**config.mk**
```make
export PLATFORM = sky130hd
export DESIGN_NAME = dtc_class_vote_flat
export DESIGN_NICKNAME = d
export VERILOG_FILES = /design/src/rtl/dtc_class_vote_if.sv /design/src/rtl/dtc_class_vote.sv /design/src/flat_wrapper.sv
export SDC_FILE = /design/constraint.sdc
export NUM_CORES = 1
export LEC_CHECK = 0
export ABC_AREA = 1
export CORE_AREA = 4 4 98 123
export CTS_BUF_LIST = sky130_fd_sc_hd__clkbuf_4
export DETAILED_ROUTE_END_ITERATION = 7
export DIE_AREA = 0 0 102 127
export DONT_BUFFER_PORTS = 1
export GPL_ROUTABILITY_DRIVEN = 1
export SLEW_MARGIN = 15
export SYNTH_ARGS = -nofsm -noshare
export SYNTH_HDL_FRONTEND = slang
export SYNTH_SLANG_ARGS = --single-unit
```
**constraint.sdc**
```tcl
create_clock -name clk -period 2.9 [get_ports clk]
set_input_delay 0.725 -clock clk [delete_from_list [all_inputs] [get_ports clk]]
set_output_delay 0.725 -clock clk [all_outputs]
set_load 0.03 [all_outputs]
```
**src/rtl/dtc_class_vote_if.sv**
```systemverilog
// Handshake bundle between the classifier cores, the vote stage and its consumer.
// The prediction side uses in_valid/in_ready; the result side uses out_valid/out_ready.
// The master modport belongs to the upstream/downstream environment, the slave modport to the vote stage.
interface dtc_class_vote_if #(
  parameter int CNT_W = 5
);
  logic             in_valid;
  logic             in_ready;
  logic [2:0]       in_class;
  logic             out_valid;
  logic             out_ready;
  logic [2:0]       out_class;
  logic [CNT_W-1:0] out_count;
  logic             out_tie;

  modport master (
    output in_valid, in_class, out_ready,
    input  in_ready, out_valid, out_class, out_count, out_tie
  );

  modport slave (
    input  in_valid, in_class, out_ready,
    output in_ready, out_valid, out_class, out_count, out_tie
  );
endinterface

```
**src/rtl/dtc_class_vote.sv**
```systemverilog
// Majority vote over a window of WINDOW class predictions (8 classes, lowest index wins ties).
// Latency: result valid 8 edges after the edge accepting the last sample (transition + 8-class scan).
// Backpressure: in_ready low during scan and while the result waits for out_ready; nothing is dropped.
module dtc_class_vote #(
  parameter int WINDOW = 16,
  parameter int CNT_W  = $clog2(WINDOW + 1)
) (
  input logic             clk,
  input logic             rst,
  dtc_class_vote_if.slave bus
);

  typedef enum logic [1:0] {ACCUM, REDUCE, HOLD} state_t;

  localparam logic [CNT_W-1:0] ONE  = CNT_W'(1);
  localparam logic [CNT_W-1:0] LAST = CNT_W'(WINDOW);

  state_t           state;
  logic [CNT_W-1:0] cnt [8];
  logic [CNT_W-1:0] sample_cnt;
  logic [2:0]       idx;
  logic [CNT_W-1:0] max_q;
  logic [2:0]       win_q;
  logic             tie_q;

  logic [CNT_W-1:0] scan_max;
  logic [2:0]       scan_win;
  logic             scan_tie;

  logic             out_valid_q;
  logic [2:0]       out_class_q;
  logic [CNT_W-1:0] out_count_q;
  logic             out_tie_q;

  logic             accept;

  // Ready is gated by reset so upstream never sees ready while state is being cleared.
  assign bus.in_ready  = (state == ACCUM) & ~rst;
  assign accept        = bus.in_valid & bus.in_ready;

  assign bus.out_valid = out_valid_q;
  assign bus.out_class = out_class_q;
  assign bus.out_count = out_count_q;
  assign bus.out_tie   = out_tie_q;

  // Next running max/winner/tie after examining class idx; index 0 seeds the scan.
  always_comb begin
    scan_max = max_q;
    scan_win = win_q;
    scan_tie = tie_q;
    if (idx == 3'd0) begin
      scan_max = cnt[0];
      scan_win = 3'd0;
      scan_tie = 1'b0;
    end else if (cnt[idx] > max_q) begin
      scan_max = cnt[idx];
      scan_win = idx;
      scan_tie = 1'b0;
    end else if (cnt[idx] == max_q) begin
      scan_tie = 1'b1;
    end
  end

  // Accumulate histogram, scan it one class per cycle, then hold the registered result.
  always_ff @(posedge clk or posedge rst) begin
    if (rst) begin
      state       <= ACCUM;
      for (int i = 0; i < 8; i++) cnt[i] <= '0;
      sample_cnt  <= '0;
      idx         <= 3'd0;
      max_q       <= '0;
      win_q       <= 3'd0;
      tie_q       <= 1'b0;
      out_valid_q <= 1'b0;
      out_class_q <= 3'd0;
      out_count_q <= '0;
      out_tie_q   <= 1'b0;
    end else begin
      case (state)
        ACCUM: begin
          if (accept) begin
            cnt[bus.in_class] <= cnt[bus.in_class] + ONE;
            sample_cnt        <= sample_cnt + ONE;
            if (sample_cnt + ONE == LAST) begin
              state <= REDUCE;
              idx   <= 3'd0;
            end
          end
        end
        REDUCE: begin
          max_q <= scan_max;
          win_q <= scan_win;
          tie_q <= scan_tie;
          idx   <= idx + 3'd1;
          if (idx == 3'd7) begin
            state       <= HOLD;
            out_valid_q <= 1'b1;
            out_class_q <= scan_win;
            out_count_q <= scan_max;
            out_tie_q   <= scan_tie;
          end
        end
        HOLD: begin
          if (bus.out_ready) begin
            for (int i = 0; i < 8; i++) cnt[i] <= '0;
            sample_cnt  <= '0;
            out_valid_q <= 1'b0;
            state       <= ACCUM;
          end
        end
        default: state <= ACCUM;
      endcase
    end
  end

endmodule
```
**src/flat_wrapper.sv**
```systemverilog
// flat-port wrapper written by rule: the top's interface ports become plain ports
module dtc_class_vote_flat 
#(
  parameter int WINDOW = 16,
  parameter int CNT_W  = $clog2(WINDOW + 1)
)
  (clk, rst, bus_in_valid, bus_in_class, bus_out_ready, bus_in_ready, bus_out_valid, bus_out_class, bus_out_count, bus_out_tie);
  dtc_class_vote_if #(.CNT_W(CNT_W)) bus_i ();
  input logic clk;
  input logic rst;
  input wire logic [$bits(bus_i.in_valid)-1:0] bus_in_valid;
  input wire logic [$bits(bus_i.in_class)-1:0] bus_in_class;
  input wire logic [$bits(bus_i.out_ready)-1:0] bus_out_ready;
  output wire logic [$bits(bus_i.in_ready)-1:0] bus_in_ready;
  output wire logic [$bits(bus_i.out_valid)-1:0] bus_out_valid;
  output wire logic [$bits(bus_i.out_class)-1:0] bus_out_class;
  output wire logic [$bits(bus_i.out_count)-1:0] bus_out_count;
  output wire logic [$bits(bus_i.out_tie)-1:0] bus_out_tie;
  assign bus_i.in_valid = bus_in_valid;
  assign bus_i.in_class = bus_in_class;
  assign bus_i.out_ready = bus_out_ready;
  assign bus_in_ready = bus_i.in_ready;
  assign bus_out_valid = bus_i.out_valid;
  assign bus_out_class = bus_i.out_class;
  assign bus_out_count = bus_i.out_count;
  assign bus_out_tie = bus_i.out_tie;
  dtc_class_vote #(.WINDOW(WINDOW), .CNT_W(CNT_W)) u_core (.clk(clk), .rst(rst), .bus(bus_i));
endmodule
```
======== Word level (Yosys, flattened, before mapping) ========
Cells that the tools add are included.
storage, ports and cells
  flip-flop bits (word level) ............. 69
  input port bits ......................... 7
  word-level logic and storage cells ...... 83
operators by class
  add/subtract/negate cells ............... 3
  magnitude comparators ................... 4
  equal/unequal tests ..................... 9
  multiplexer cells ....................... 33
  bitwise logic cells ..................... 5
  reductions and logical operators ........ 11
operators by type and width
  operator                                                               number
  40-bit 2-to-1 mux                                                      2
  40-bit case mux with 2 select lines                                    1
  5-bit 2-to-1 mux                                                       9
  40-bit bitwise mux                                                     1
  5-bit binary-select mux with 3-bit select                              2
  5-bit demux with 3-bit select                                          1
  3-bit 2-to-1 mux                                                       4
  5-bit by 1-bit adder with 5-bit output (second input constant)         2
  5-bit case mux with 2 select lines                                     1
  3-bit AND reduction                                                    3
  4-bit >= comparator (second input constant)                            2
  2-bit 2-to-1 mux                                                       4
  3-bit NOT with 4-bit output                                            2
  2-bit case mux with 3 select lines                                     1
  3-bit case mux with 2 select lines                                     1
  2-bit nonzero test                                                     3
  5-bit == test                                                          1
  5-bit == test (second input constant)                                  1
  5-bit greater-than comparator                                          1
  1-bit 2-to-1 mux                                                       5
  4-bit by 1-bit < comparator with 1-bit output (second input constant)  1
  2-bit by 1-bit != test with 1-bit output (second input constant)       2
  2-bit != test (second input constant)                                  2
  4-bit AND reduction                                                    1
  11 further kinds                                                       12

======== Longest topological paths before layout ========
Gate-level depths: netlist (run 1).
  depth in word-level cells ............... 8
  depth in mapped cells ................... 19
  mapped depth without buffers ............ 18

======== Least setup slack after synthesis (run 1) ========
OpenSTA, ideal clock, no wires.
  kind .................................... input port to flip-flop
  from .................................... input port bus_in_class[0]
  to ...................................... register u_core.cnt[32] (netlist name)
  arrival time ............................ 2.072 ns
  setup slack ............................. 0.698 ns
  cell stages on the path ................. 12
  cells stage by stage .................... buf_6 -> nand2_1 -> o21ai_0 -> nand2_1 -> nand2_1 -> nand2_1 -> nand2_1 -> buf_4 -> ha_1 -> nand3b_1 -> nand2_4 -> o22ai_2
between the ends
  cells in the longest elaborated chain, start to end .. 8
  elaborated cells on any way between the ends .. 13
  classes of those cells .................. add/sub (1); order compare (2); mux (8); bitwise (1); reduce/logical (1)
ends and longest elaborated chain
  element                                                                                  line                  text
  start: declaration                                                                       flat_wrapper.sv:12    input wire logic [$bits(bus_i.in_class)-1:0] bus_in_class;
  3-bit NOT with 4-bit output (implied by the code) *                                      dtc_class_vote.sv:82  cnt[bus.in_class] <= cnt[bus.in_class] + ONE;
  5-bit binary-select mux with 3-bit select, or another cell as far along                  dtc_class_vote.sv:82
  5-bit 2-to-1 mux (implied by the code) or 1-bit logical AND (tied branches)              dtc_class_vote.sv:82
  5-bit 2-to-1 mux (implied by the code)                                                   dtc_class_vote.sv:82
  5-bit by 1-bit adder with 5-bit output or 5-bit demux with 3-bit select (tied branches)  dtc_class_vote.sv:82
  40-bit bitwise mux *                                                                     dtc_class_vote.sv:82
  40-bit 2-to-1 mux *                                                                      dtc_class_vote.sv:81  if (accept) begin
  40-bit case mux with 2 select lines *                                                    dtc_class_vote.sv:79  case (state)
  end signal: indexed assignment                                                           dtc_class_vote.sv:82
  end: declaration                                                                         dtc_class_vote.sv:19  logic [CNT_W-1:0] cnt [8];
Mark *: on every way between the ends. The rest lies on a longest branch, timed or not. The select of a mux whose other input is x is not followed.
A chain may end at the register's enable or synchronous reset.

======== Worst setup path in the final report (run 1) ========
  from .................................... register u_core.idx[0]
  to ...................................... register u_core.max_q[3]
between the ends
  cells in the longest elaborated chain, start to end .. 7
  elaborated cells on any way between the ends .. 8
  classes of those cells .................. order compare (1); mux (5); bitwise (1); reduce/logical (1)
ends and longest elaborated chain
  element                                              line                                        text
  start: declaration                                   dtc_class_vote.sv:21                        logic [2:0] idx;
  start signal: assignment                             dtc_class_vote.sv:94                        idx <= idx + 3'd1;
  3-bit NOT with 4-bit output (implied by the code)    dtc_class_vote.sv:55, dtc_class_vote.sv:56
  5-bit binary-select mux with 3-bit select            dtc_class_vote.sv:55, dtc_class_vote.sv:56
  5-bit 2-to-1 mux (implied by the code) (2 in a row)  dtc_class_vote.sv:55, dtc_class_vote.sv:56
  5-bit greater-than comparator                        dtc_class_vote.sv:55                        end else if (cnt[idx] > max_q) begin
  5-bit 2-to-1 mux                                     dtc_class_vote.sv:55
  5-bit 2-to-1 mux *                                   dtc_class_vote.sv:51                        if (idx == 3'd0) begin
  end signal: assignment                               dtc_class_vote.sv:91                        max_q <= scan_max;
  end: declaration                                     dtc_class_vote.sv:22                        logic [CNT_W-1:0] max_q;
Marks and branches as above.

==> impl_metrics.ini, run 1 <==
[critical_path]
cp-end-kind = register
cp_data_arrival_time_ns = 2.86
criticalPathCategory = register to register
start_kind = register
crit_fanout = 12
critPathRequiredTime_ns = 3.28

[die]
die_area_um2 = 13000
die_x_um = 102
start_util_pct = 39.0
coreArea_um2 = 11000
rows = 43
num_io_pins = 18
die_h_um = 127

[logic_synthesis]
synthesis.instances = 603
ys.flop_type = dfrtp_1
ys_seq_area_share_pct = 40.4
synth_cell_types = 29
synth.avg_cell_area_um2 = 7.10
yosysMostFrequentCell = nand2_1
yosysWarnings = 0
ys_seq_elements = 69
synth_top_area_share_pct = 40.4
netlist_area_um2 = 4280
synth_nets = 620
synthArstFlopShare_pct = 100
ys_top_cells_by_area = dfrtp_1 (40%), nand2_1 (23%), inv_1 (6.8%)
synth_common_cells = nand2_1 (260), inv_1 (77), dfrtp_1 (69), nand3_1 (54), o21ai_0 (22)
synth-edff-count = 0
synth_top_cell_by_area = dfrtp_1

[drt]
routed_wl_um = 11300
dr.pass1.iters = 5
wl_per_cell_um = 15.1
vias = 3867
drc = 0
ant_nets = 0
first_iter_violations = 246
via_per_inst = 5.18

[power_and_ir_drop]
totalPowerFinal_mw = 4.92
pwr-share-comb_pct = 53.2
power_density_nw_per_um2 = 1080
static-leakage-power_nw = 2.50
switching_share_pct = 49.4
seqPwrFrac_pct = 34.6
power.clock.fraction_pct = 12.2
power_switching_mw = 2.43
power.internal_mw = 2.49
ir_drop_mv = 0.427

[global_route]
grt_first_pass_wirelength_um = 18700
grt_max_degree = 37
track_usage_pct = 18.3
grt_pass1_vias = 3875
overflow = 0
antenna_found_initial = 1

[sta]
fin_setup_tns_ns = 0
fin_crit_ns = 2.47
drv_slew = 0
maxSlewHeadroom_pct = 51.2
hold_viol_final = 0
setup_viol_count_final = 0
skew_ns = 0.0191
worst_pin_slew_ns = 0.731
rsz0062_at_grt = false
timing.fmax_mhz = 404
min_period_over_period_pct = 85.3

[hold_path]
hp-class = input port to asynchronous set/reset pin

[finish]
final_nets = 623
design_area_um2 = 4550
fin_cells = 746
drive_gt1_share_pct = 11.0
syn_to_final_growth_pct = 6.40

[placed_design]
place_inst = 727
dp.final_hpwl_um = 8340
dpl_cell_area_um2 = 4400
gp_congestion = 0.922
io_buffers = 0

[clocking]
clock_latency_ns = 0.44
numClockSinks = 69
cts_made_buffers = 9
cts_root_buffer = clkbuf_4
clockBufferDepth = 2
tritoncts = yes
hold_buffers = 0
clk_transition_reported_paths_ns = 0.12
cts_max_level = 3

[run_status]
status = finished, final reports clean

[run]
cap_violations = 0
==> routing by layer <==
metal / routed length (um) / track usage, % / up-vias
met4: 394 / 8.42 / 0
met2: 5740 / 31.4 / 97
met3: 465 / 3.28 / 28
met5: 0 / 0 / -
li1: - / - / 1902
met1: 4670 / 22.0 / 1840
==> sequential cells by signal, indices dropped and copies added (netlist names) <==
| signal | count |
|---|---|
| u_core.sample_cnt | 5 |
| u_core.cnt | 40 |
| u_core.bus.out_class | 3 |
| u_core.bus.out_count | 5 |
| u_core.tie_q | 1 |
| u_core.bus.out_valid | 1 |
| u_core.max_q | 5 |
| u_core.win_q | 3 |
| u_core.state | 2 |
| u_core.idx | 3 |
| u_core.bus.out_tie | 1 |
==> layout make-up <==
cell class | instances | area, um^2
Antenna cell | 1 | 2.50
Clock buffer | 9 | 67.6
Clock inverter | 6 | 55.1
Fill cell | 1168 | 6420
Inverter | 82 | 314
Multi-Input combinational cell | 432 | 2120
Sequential cell | 69 | 1730
Tap cell | 135 | 169
Timing Repair Buffer | 11 | 95.1
Timing Repair inverter | 1 | 5.00
==> critical path: stages (launching register included) <==
cell	delay, ns
dfrtp_1	0.45
clkinvlp_2	0.39
nand2_1	0.19
nand3_1	0.09
nand2_1	0.06
nand2_1	0.05
nand2_1	0.08
ha_1	0.24
nand2_1	0.07
nand2_1	0.04
nand2_1	0.05
nand3_1	0.08
nand2_2	0.18
inv_2	0.10
nand2_1	0.08
nand2_1	0.05
nand2_1	0.10
nand2_1	0.06
nand2_1	0.07
==> power groups by stage <==
stage               Combinational, mW  Clock [mW]  Sequential, mW
floorplan                        2.07           0            1.63
global placement                 2.52           0            1.70
CTS                              2.58       0.611            1.69
detailed placement               2.56           0            1.71
global route                     3.02       0.655            1.75
finish                           2.62       0.601            1.70
==> timing repair <==
action,4_1_cts,5_1_grt
buffers inserted,0,2
endpoints found under the setup margin,0,16
resized for setup,0,3
==> final timing paths <==
path                                start              end  slack, ns  depth (start not counted)
setup / recovery            u_core.idx[0]  u_core.max_q[3]       0.43                         18
hold / removal                        rst  u_core.state[0]       0.27                          1
setup reg to reg            u_core.idx[0]  u_core.max_q[3]       0.43                         18
hold reg to reg            u_core.cnt[29]   u_core.cnt[29]       0.49                          2
max in group asynchronous             rst    u_core.cnt[6]       1.96                          2
min in group clk            bus_out_ready  u_core.state[1]       0.38                          1
==> cells by family (layout without fill, tap and decap cells) <==
kind of cell | Yosys count | in the layout | synth area share (%)
simple gates | 370 | 370 | 38.3
buf+inv | 102 | 109 | 10.2
flops | 69 | 69 | 40.4
compound gates | 50 | 50 | 7.78
fa+ha+maj | 10 | 10 | 2.92
xor+xnor | 2 | 2 | 0.409
other cells | 0 | 1 | 0
==> stage by stage <==
stage | worst slack, ns | utilization (%) | hold WS [ns]
after global routing | 0.0791 | 41.5 | 0.324
final | 0.425 | 41.5 | 0.268
after CTS | 0.208 | 41.2 | 0.289
after detailed placement | 0.222 | 40.1 | 0.466
after floorplan | 0.435 | - | 0.448
after global placement | 0.301 | 40.1 | 0.464
==> cells in the final DEF (no fill, tap or decap), types with 4 or more instances in the layout <==
cell type	netlist	layout
inv_1	77	74
clkbuf_4	0	9
o22ai_2	8	8
dfrtp_1	69	69
nor2_1	17	17
inv_2	4	6
nand2_4	5	5
nand3_1	54	54
nand4_1	5	5
nor3_1	8	8
ha_1	10	10
nand2_1	260	259
a21oi_1	4	4
buf_4	2	10
o22ai_1	14	14
o21ai_0	22	22
nand2_2	13	14
(Power assumes the default switching activity.)
==> inputs of run 2 (changes only) <==
--- a/config.mk
+++ b/config.mk
@@ -6,10 +6,10 @@
 export NUM_CORES = 1
 export LEC_CHECK = 0
 export ABC_AREA = 1
-export CORE_AREA = 4 4 98 123
+export CORE_AREA = 4 4 88 111
 export CTS_BUF_LIST = sky130_fd_sc_hd__clkbuf_4
 export DETAILED_ROUTE_END_ITERATION = 7
-export DIE_AREA = 0 0 102 127
+export DIE_AREA = 0 0 92 115
 export DONT_BUFFER_PORTS = 1
 export GPL_ROUTABILITY_DRIVEN = 1
 export SLEW_MARGIN = 15
==> impl_metrics.ini, run 2 (synthesis results as in run 1) <==
[global_route]
grt_pass1_vias = 3704
overflow = 0
grt_max_degree = 51
track_usage_pct = 22.6
grt_first_pass_wirelength_um = 18600
antenna_found_initial = 1

[clocking]
clk_transition_reported_paths_ns = 0.11
tritoncts = yes
hold_buffers = 0
clock_latency_ns = 0.44
cts_setup_buffers = 0
numClockSinks = 69
cts_made_buffers = 9
cts_root_buffer = clkbuf_4
clockBufferDepth = 2
cts_max_level = 3

[critical_path]
cp-end-kind = register
critPathRequiredTime_ns = 3.24
cp.buffers_inverters = 4
cp.depth = 18
crit_fanout = 21
cp_top_family = simple AND/OR/NAND/NOR gates
crit_start = u_core.idx[0]
regToRegStartpoint = u_core.idx[0]
worstRegToRegCells = 18
slowest_stage = dfrtp_1
critPathMaxStageDelay_ns = 0.38
crit_path_frequent_cell = nand2_1
rrSetupSlack_ns = 0.46
crit_path_end = u_core.bus.out_count[3]
start_kind = register
path_cells = inv_1 -> buf_4 -> o21ai_0 -> nand3_1 -> nand2_1 -> inv_1 -> ha_1 -> nand2_1 -> nor2_1 -> nand2_1 -> nand3_1 -> nand2_2 -> inv_1 -> nand2_1 -> nand2_1 -> nand2_1 -> nand2_1 -> nand2_1
rr_endpoint = u_core.bus.out_count[3]
criticalPathCategory = register to register
cp_data_arrival_time_ns = 2.79

[drt]
vias = 3798
dr.max_layer_used = met4
first_iter_violations = 273
drc = 0
dr_wl_met3_um = 676
ant_nets = 0
drt-met1-wl_um = 4730
wl_per_cell_um = 15.2
route.met2.wl_um = 5410
via_per_inst = 5.18
routed_wl_um = 11100
dr.pass1.iters = 5

[die]
num_io_pins = 18
die_area_um2 = 10600
die_h_um = 115
die_x_um = 92
coreArea_um2 = 8650
start_util_pct = 49.5
rows = 38

[sta]
setup_viol_count_final = 0
skew_ns = 0.0133
maxSlewHeadroom_pct = 68.1
timing.hold.ws_ns = 0.162
fin_setup_tns_ns = 0
setup_ws_ns = 0.457
timing.fmax_mhz = 409
min_period_over_period_pct = 84.3
hold_viol_final = 0
rsz0062_at_grt = false
worst_pin_slew_ns = 0.478
fin_crit_ns = 2.44
drv_slew = 0

[finish]
fin_cells = 733
final_common_cell = nand2_1
top_register = u_core.cnt
largest_reg_flops = 40
design_area_um2 = 4530
mostFrequentLayoutCells = nand2_1 (259), inv_1 (76), dfrtp_1 (69)
final_nets = 624
syn_to_final_growth_pct = 5.82
drive_gt1_share_pct = 10.9

[power_and_ir_drop]
static-leakage-power_nw = 2.52
ir_drop_mv = 0.367
power_density_nw_per_um2 = 1080

[placed_design]
io_buffers = 0
dpl_cell_area_um2 = 4410
dp.final_hpwl_um = 8280
place_inst = 716
pre_cts_ws_ns = 0.357
gp_congestion = 0.897

[hold_path]
hp-class = input port to asynchronous set/reset pin

[run]
cap_violations = 0

[run_status]
status = finished, final reports clean
==> run 2: timing repair <==
action / CTS / global route
resized for setup: 0 / 1
endpoints found under the hold margin: 0 / 0
setup endpoints to repair: 0 / 11
==> run 2: routing by layer <==
layer | track usage [%] | vias to the layer above
li1 | - | 1906
met1 | 28.0 | 1757
met2 | 38.5 | 112
met3 | 3.40 | 23
met4 | 11.5 | 0
met5 | 0 | -
==> run 2: through the flow <==
step	util [%]	power, mW
after CTS	52.3	4.87
after detailed placement	51.0	4.31
final	52.3	4.87
after global routing	52.3	5.38
after floorplan	-	3.70
after global placement	51.0	4.28
==> run 2: worst min path at each step <==
stage,endpoint,from,slack [ns]
global placement,u_core.cnt[39],u_core.cnt[39],0.47
global route,u_core.state[1],rst,0.19
finish,u_core.cnt[17],rst,0.16
floorplan,u_core.cnt[4],u_core.cnt[4],0.45
detailed placement,u_core.cnt[24],u_core.cnt[24],0.47
CTS,u_core.cnt[16],rst,0.15
==> run 2: layout make-up <==
class / count / area, um^2
clock buffers: 13 / 97.6
multi-input cells: 432 / 2120
flip-flops and latches: 69 / 1730
well taps: 120 / 150
diodes: 1 / 2.50
clock inverters: 3 / 12.5
repair buffers: 13 / 110
inverters: 82 / 310
fillers: 907 / 4130
==> run 2: power by group <==
group	leakage, nW	total (mW)	internal, mW	switching (mW)
logic	1.56	2.63	0.902	1.73
clock network	0.0669	0.554	0.209	0.345
registers	0.896	1.69	1.34	0.353
total	2.52	4.87	2.45	2.42
==> run 2: worst register-to-register path, cell delays in order, from the launching register on <==
cell,delay (ns)
dfrtp_1,0.38
inv_1,0.07
buf_4,0.20
o21ai_0,0.21
nand3_1,0.09
nand2_1,0.10
inv_1,0.05
ha_1,0.26
nand2_1,0.06
nor2_1,0.13
nand2_1,0.06
nand3_1,0.08
nand2_2,0.14
inv_1,0.19
nand2_1,0.07
nand2_1,0.06
nand2_1,0.07
nand2_1,0.07
nand2_1,0.05
==> patch 1 (config.mk and constraints of run 2) <==
`WINDOW` is set to 16 in 2 places; all go to 8.
--- a/src/rtl/dtc_class_vote.sv
+++ b/src/rtl/dtc_class_vote.sv
@@ -2,7 +2,7 @@
 // Latency: result valid 8 edges after the edge accepting the last sample (transition + 8-class scan).
 // Backpressure: in_ready low during scan and while the result waits for out_ready; nothing is dropped.
 module dtc_class_vote #(
-  parameter int WINDOW = 16,
+  parameter int WINDOW = 8,
   parameter int CNT_W  = $clog2(WINDOW + 1)
 ) (
   input logic             clk,
--- a/src/flat_wrapper.sv
+++ b/src/flat_wrapper.sv
@@ -1,7 +1,7 @@
 // flat-port wrapper written by rule: the top's interface ports become plain ports
 module dtc_class_vote_flat 
 #(
-  parameter int WINDOW = 16,
+  parameter int WINDOW = 8,
   parameter int CNT_W  = $clog2(WINDOW + 1)
 )
   (clk, rst, bus_in_valid, bus_in_class, bus_out_ready, bus_in_ready, bus_out_valid, bus_out_class, bus_out_count, bus_out_tie);
Ports: changed (resized bus_out_count); port bits go from 18 to 17. The function was not compared with the original's and may differ.
==> patch 1 against run 2 <==
- synthesized cell count decreased by 21%
- highest routed layer unchanged
- global-route usage fell by 4.6 points
- synthesized area is 20% lower
- power fell by 19%
- setup slack got worse by 0.11 ns
- sequential share of layout area rose by 2.1 points
- utilization down 11 points
- critical path depth decreased by 4
- cell area fell by 20%
- routed wire length is 20% lower
- combinational power shrank 28%
- sequential cell count fell by 11
==> patch 1: results (changes against run 2) <==
INFO  layout         final.fill_count=942 [was 907]
INFO  clock_tree     clkLatencyLatePin=0.42ns [was 0.44 ns]
INFO  synth          mappedNetlistNets=492 [was 620]
INFO  route          routed_wl=8930um [was 11100 um]
INFO  grt            grt_start_max_net_pins=31 [was 51]
INFO  setup_path     critical_path_peak_fanout=29 [was 21]
INFO  sta            final.setup_skew=0.0135ns [was 0.0133 ns]
INFO  synth          ys_seq_area_share=42.6% [was 40.4%]
INFO  power_and_ir_drop total_switching_power=1.91mW [was 2.42 mW]
INFO  route          route.detailed.vias_per_inst=5.15 [was 5.18]
INFO  power_and_ir_drop reported_leakage_power=1.96nW [was 2.52 nW]
INFO  grt            grt_usage=18.1% [was 22.6%]
INFO  placement      post-dp-hpwl=6420um [was 8280 um]
INFO  power_and_ir_drop power_frac_clock=14.5% [was 11.4%]
INFO  synth          netlist_instances=476 [was 603]
INFO  setup_path     worst_ep_arrival_time=2.91ns [was 2.79 ns]
INFO  layout         drive_above_1_share=7.93% [was 10.9%]
INFO  placement      placed_cells=584 [was 716]
INFO  placement      place.gp.congestion=0.917 [was 0.897]
INFO  grt            vias_in_the_first_global_route=2916 [was 3704]
INFO  setup_path     worst-r2r-cell-count=14 [was 18]
INFO  synth          synthDistinctLibCells=26 [was 29]
INFO  sta            slew_worst_pin=0.553ns [was 0.478 ns]
INFO  layout         n_antenna_cell=0 [was 1]
INFO  power_and_ir_drop highest_ir_drop_seen_on_vdd=0.267mV [was 0.367 mV]
INFO  layout         number_of_flip_flops_in_the_largest_register=32 [was 40]
INFO  grt            antenna_found_initial=0 [was 1]
INFO  outcome        run_status=finished, final reports clean [unchanged]
INFO  setup_path     crit_reg_reg_endpoint=u_core.max_q[0]$_DFFE_PP0P_ [was u_core.bus.out_count[3]$_DFFE_PP0P_]
INFO  synth          synth_top_cells_by_area=dfrtp_1 (43%), nand2_1 (22%), inv_1 (5.5%) [was dfrtp_1 (40%), nand2_1 (23%), inv_1 (6.8%)]
INFO  synth          synth_common_cells=nand2_1 (197), dfrtp_1 (58), inv_1 (50), o21ai_0 (33), nand3_1 (32) [was nand2_1 (260), inv_1 (77), dfrtp_1 (69), nand3_1 (54), o21ai_0 (22)]
INFO  power_and_ir_drop comb_power=1.90mW [was 2.63 mW]
patch 1: changes by cell type after synthesis, moves of 14 or more:
| cell | delta |
|---|---|
| nand2_1 | -63 |
| inv_1 | -27 |
| nand3_1 | -22 |
| a21oi_1 | +14 |
patch 1: per-layer routing:
metal,share of wire (%),track usage (%),up-vias,wire (um)
met4,4.7,12.2,0,418
met5,0,0,-,0
met2,50,31.2,82,4460
li1,-,-,1535,-
met3,3.6,3.53,36,318
met1,42,20.1,1429,3730
patch 1: metrics by stage:
stage	total power, mW	cell area, um^2	worst slack (ns)	hold WS, ns	util (%)
2_1_floorplan	2.92	3410	0.727	0.450	-
3_3_place_gp	3.33	3480	0.507	0.478	40.2
3_5_place_dp	3.39	3480	0.423	0.485	40.2
4_1_cts	3.97	3600	0.395	0.0610	41.7
5_1_grt	4.35	3600	0.0908	0.0700	41.7
6_report	3.96	3600	0.346	0.0862	41.7
patch 1: cells by family after synthesis:
kind of cell	share of synthesized area, %
compound gates	11.7
flops	42.6
simple gates	32.7
buf+inv	9.79
fa+ha+maj	3.30
patch 1: cell type report:
cell class              count  area [um^2]  share of cell area [%]
clock buffers              11         82.6                    2.29
clock inverters             4         43.8                    1.21
inverters                  55          214                    5.94
well taps                 120          150                    4.17
flip-flops and latches     58         1450                    40.3
multi-input cells         346         1630                    45.1
repair buffers              5         37.5                    1.04
patch 1: worst max-delay path, stage by stage, from the launching register on:
cell	delay (ns)
dfrtp_1	0.39
buf_4	0.22
o211ai_1	0.26
nand2_1	0.12
nand2_1	0.07
nand2_1	0.08
ha_1	0.30
nand2_1	0.05
o21ai_0	0.17
nand2_1	0.25
nor2_1	0.27
nand2_1	0.09
nand3_1	0.10
nand2_1	0.06
nand2_1	0.06
==> patch 2 (settings of run 2) <==
Made on the original files. Make the reset (`rst`) synchronous in one clocked block.
--- a/src/rtl/dtc_class_vote.sv
+++ b/src/rtl/dtc_class_vote.sv
@@ -62,7 +62,7 @@
   end
 
   // Accumulate histogram, scan it one class per cycle, then hold the registered result.
-  always_ff @(posedge clk or posedge rst) begin
+  always_ff @(posedge clk) begin
     if (rst) begin
       state       <= ACCUM;
       for (int i = 0; i < 8; i++) cnt[i] <= '0;
Check against the original RTL: same outputs for any inputs over 10 cycles, from zero or initial values and one cycle with rst high; that may be too few to reach the edited logic, so the function may still have changed.
==> patch 2 against run 2 <==
- first-iteration DRC count fell by 30%
- clock skew rose by 0.0038 ns
- global-route usage fell by 4.0 points
- routed wire length fell by 18%
- hold slack improved by 0.17 ns
- setup slack got worse by 0.12 ns
- count of clock-buffer cells in the layout fell by 3
- die area did not move
- cell area fell by 4.1%
- synthesized area fell by 3.9%
- sequential cell count rose by 3
Power is not compared: it rests on default switching activity, and its combinational part moved more than twofold at a synthesized area within 25%.
==> patch 2: results (changes against run 2) <==
INFO  outcome        run_status=finished, final reports clean [unchanged]
INFO  layout         final.fill_count=879 [was 907]
INFO  setup_path     max_stage_delay=0.47ns [was 0.38 ns]
INFO  synth          synthArstFlopShare=0% [was 100%]
INFO  setup_path     critical_path_peak_fanout=15 [was 21]
INFO  layout         nNetsFinal=572 [was 624]
INFO  grt            grt_util_met3=4.78% [was 3.40%]
INFO  layout         drive_above_1_share=8.04% [was 10.9%]
INFO  synth          synth_enable_flop_cells=40 [was 0]
INFO  setup_path     worst-r2r-cell-count=16 [was 18]
INFO  synth          ys_dominant_reg_cell=edfxtp_1 [was dfrtp_1]
INFO  synth          synthDistinctLibCells=33 [was 29]
INFO  grt            antenna_found_initial=0 [was 1]
INFO  route          route.vias.total=3391 [was 3798]
INFO  grt            grt_usage=18.6% [was 22.6%]
INFO  grt            grt_pass1_wl=15400um [was 18600 um]
INFO  synth          synth_top_cells_by_area=edfxtp_1 (29%), nand2_1 (16%), dfxtp_1 (16%) [was dfrtp_1 (40%), nand2_1 (23%), inv_1 (6.8%)]
INFO  placement      detailedPlace.worstSlack=0.267ns [was 0.357 ns]
INFO  grt            grt_start_max_net_pins=46 [was 51]
INFO  hold_path      worstHoldPathType=primary input to flip-flop [was primary input to asynchronous set/reset pin]
INFO  synth          mappedNetlistNets=575 [was 620]
INFO  route          met1_length=4090um [was 4730 um]
INFO  route          route.met2.wl=4450um [was 5410 um]
INFO  setup_path     ff2ff_setup_slack=0.33ns [was 0.46 ns]
INFO  synth          ys_seq_area_share=44.8% [was 40.4%]
INFO  setup_path     crit_reg_reg_endpoint=u_core.bus.out_count[1]$_SDFFE_PP0P_ [was u_core.bus.out_count[3]$_DFFE_PP0P_]
INFO  layout         n_antenna_cell=0 [was 1]
INFO  sta            final.setup_skew=0.0170ns [was 0.0133 ns]
INFO  route          routed_wl=9160um [was 11100 um]
INFO  synth          avgSynthCellArea=7.37um^2 [was 7.10 um^2]
INFO  setup_path     slowest_stage=dfxtp_2 [was dfrtp_1]
INFO  sta            slew_worst_pin=0.640ns [was 0.478 ns]
INFO  grt            gr-usage-met1=22.1% [was 28.0%]
==> patch 2: changes by cell type after synthesis, sizes merged, moves of 13 or more <==
cell	before	now
nand2	279	183
o21ai	22	35
o22ai	22	0
a21oi	4	24
edfxtp	0	40
nor2	18	51
dfxtp	0	32
dfrtp	69	0
==> patch 2: through the flow <==
| step | utilization (%) | power [mW] |
|---|---|---|
| after detailed placement | 48.2 | 1.35 |
| after floorplan | - | 1.30 |
| after global routing | 50.2 | 2.13 |
| final | 50.2 | 2.04 |
| after global placement | 48.2 | 1.34 |
| after CTS | 50.0 | 2.06 |
==> patch 2: worst max-delay path by stage <==
| stage | start | end | slack, ns | cells past startpoint |
|---|---|---|---|---|
| 2_1_floorplan | rst | u_core.cnt[0][0]$_SDFFCE_PN0P_ | 0.48 | 6 |
| 3_3_place_gp | flip-flop | u_core.bus.out_count[1]$_SDFFE_PP0P_ | 0.34 | 16 |
| 3_5_place_dp | flip-flop | u_core.bus.out_count[3]$_SDFFE_PP0P_ | 0.27 | 16 |
| 4_1_cts | flip-flop | u_core.bus.out_count[3]$_SDFFE_PP0P_ | 0.23 | 16 |
| 5_1_grt | flip-flop | u_core.bus.out_class[1]$_SDFFE_PP0P_ | 0.01 | 15 |
| 6_report | flip-flop | u_core.bus.out_count[1]$_SDFFE_PP0P_ | 0.33 | 16 |
==> patch 2: power by group through the flow <==
stage,clock network (mW),registers [mW],logic (mW)
final,0.717,1.12,0.202
after global routing,0.776,1.12,0.232
after CTS,0.733,1.12,0.206
after detailed placement,0,1.14,0.205
after global placement,0,1.14,0.202
after floorplan,0,1.13,0.170
==> patch 2: worst register-to-register path: stages (launching register included) <==
cell and delay (ns):
dfxtp_2 0.47, buf_4 0.24, nand2_1 0.08, nand3_1 0.08, nand3_1 0.09, nand2_1 0.11, inv_1 0.05, ha_1 0.27
nand2_1 0.08, nor2_1 0.16, nand2_1 0.11, nand2_1 0.31, nand2_1 0.09, nand3_1 0.12, nand3_1 0.09, nand2_1 0.09
inv_1 0.04
==> patch 2: area by class of cell <==
class                   instances  area [um^2]  share of cell area (%)
well taps                     120          150                    3.46
inverters                      85          324                    7.46
clock inverters                 6         83.8                    1.93
repair buffers                  7         52.6                    1.21
clock buffers                  10         75.1                    1.73
multi-input cells             380         1810                    41.8
flip-flops and latches         72         1840                    42.4
==> patch 2: logic make-up (layout without fill, tap and decap cells) <==
kind of cell	after synthesis	after routing	share of synthesized area [%]
simple gates	300	300	31.6
flops	72	72	44.8
fa+ha+maj	10	10	3.04
compound gates	67	67	8.64
buf+inv	106	108	11.1
xor+xnor	3	3	0.821
==> patch 2: timing repair <==
item	4_1_cts	5_1_grt
gates resized for setup	0	2
setup endpoints to repair	0	16
buffers inserted	0	1
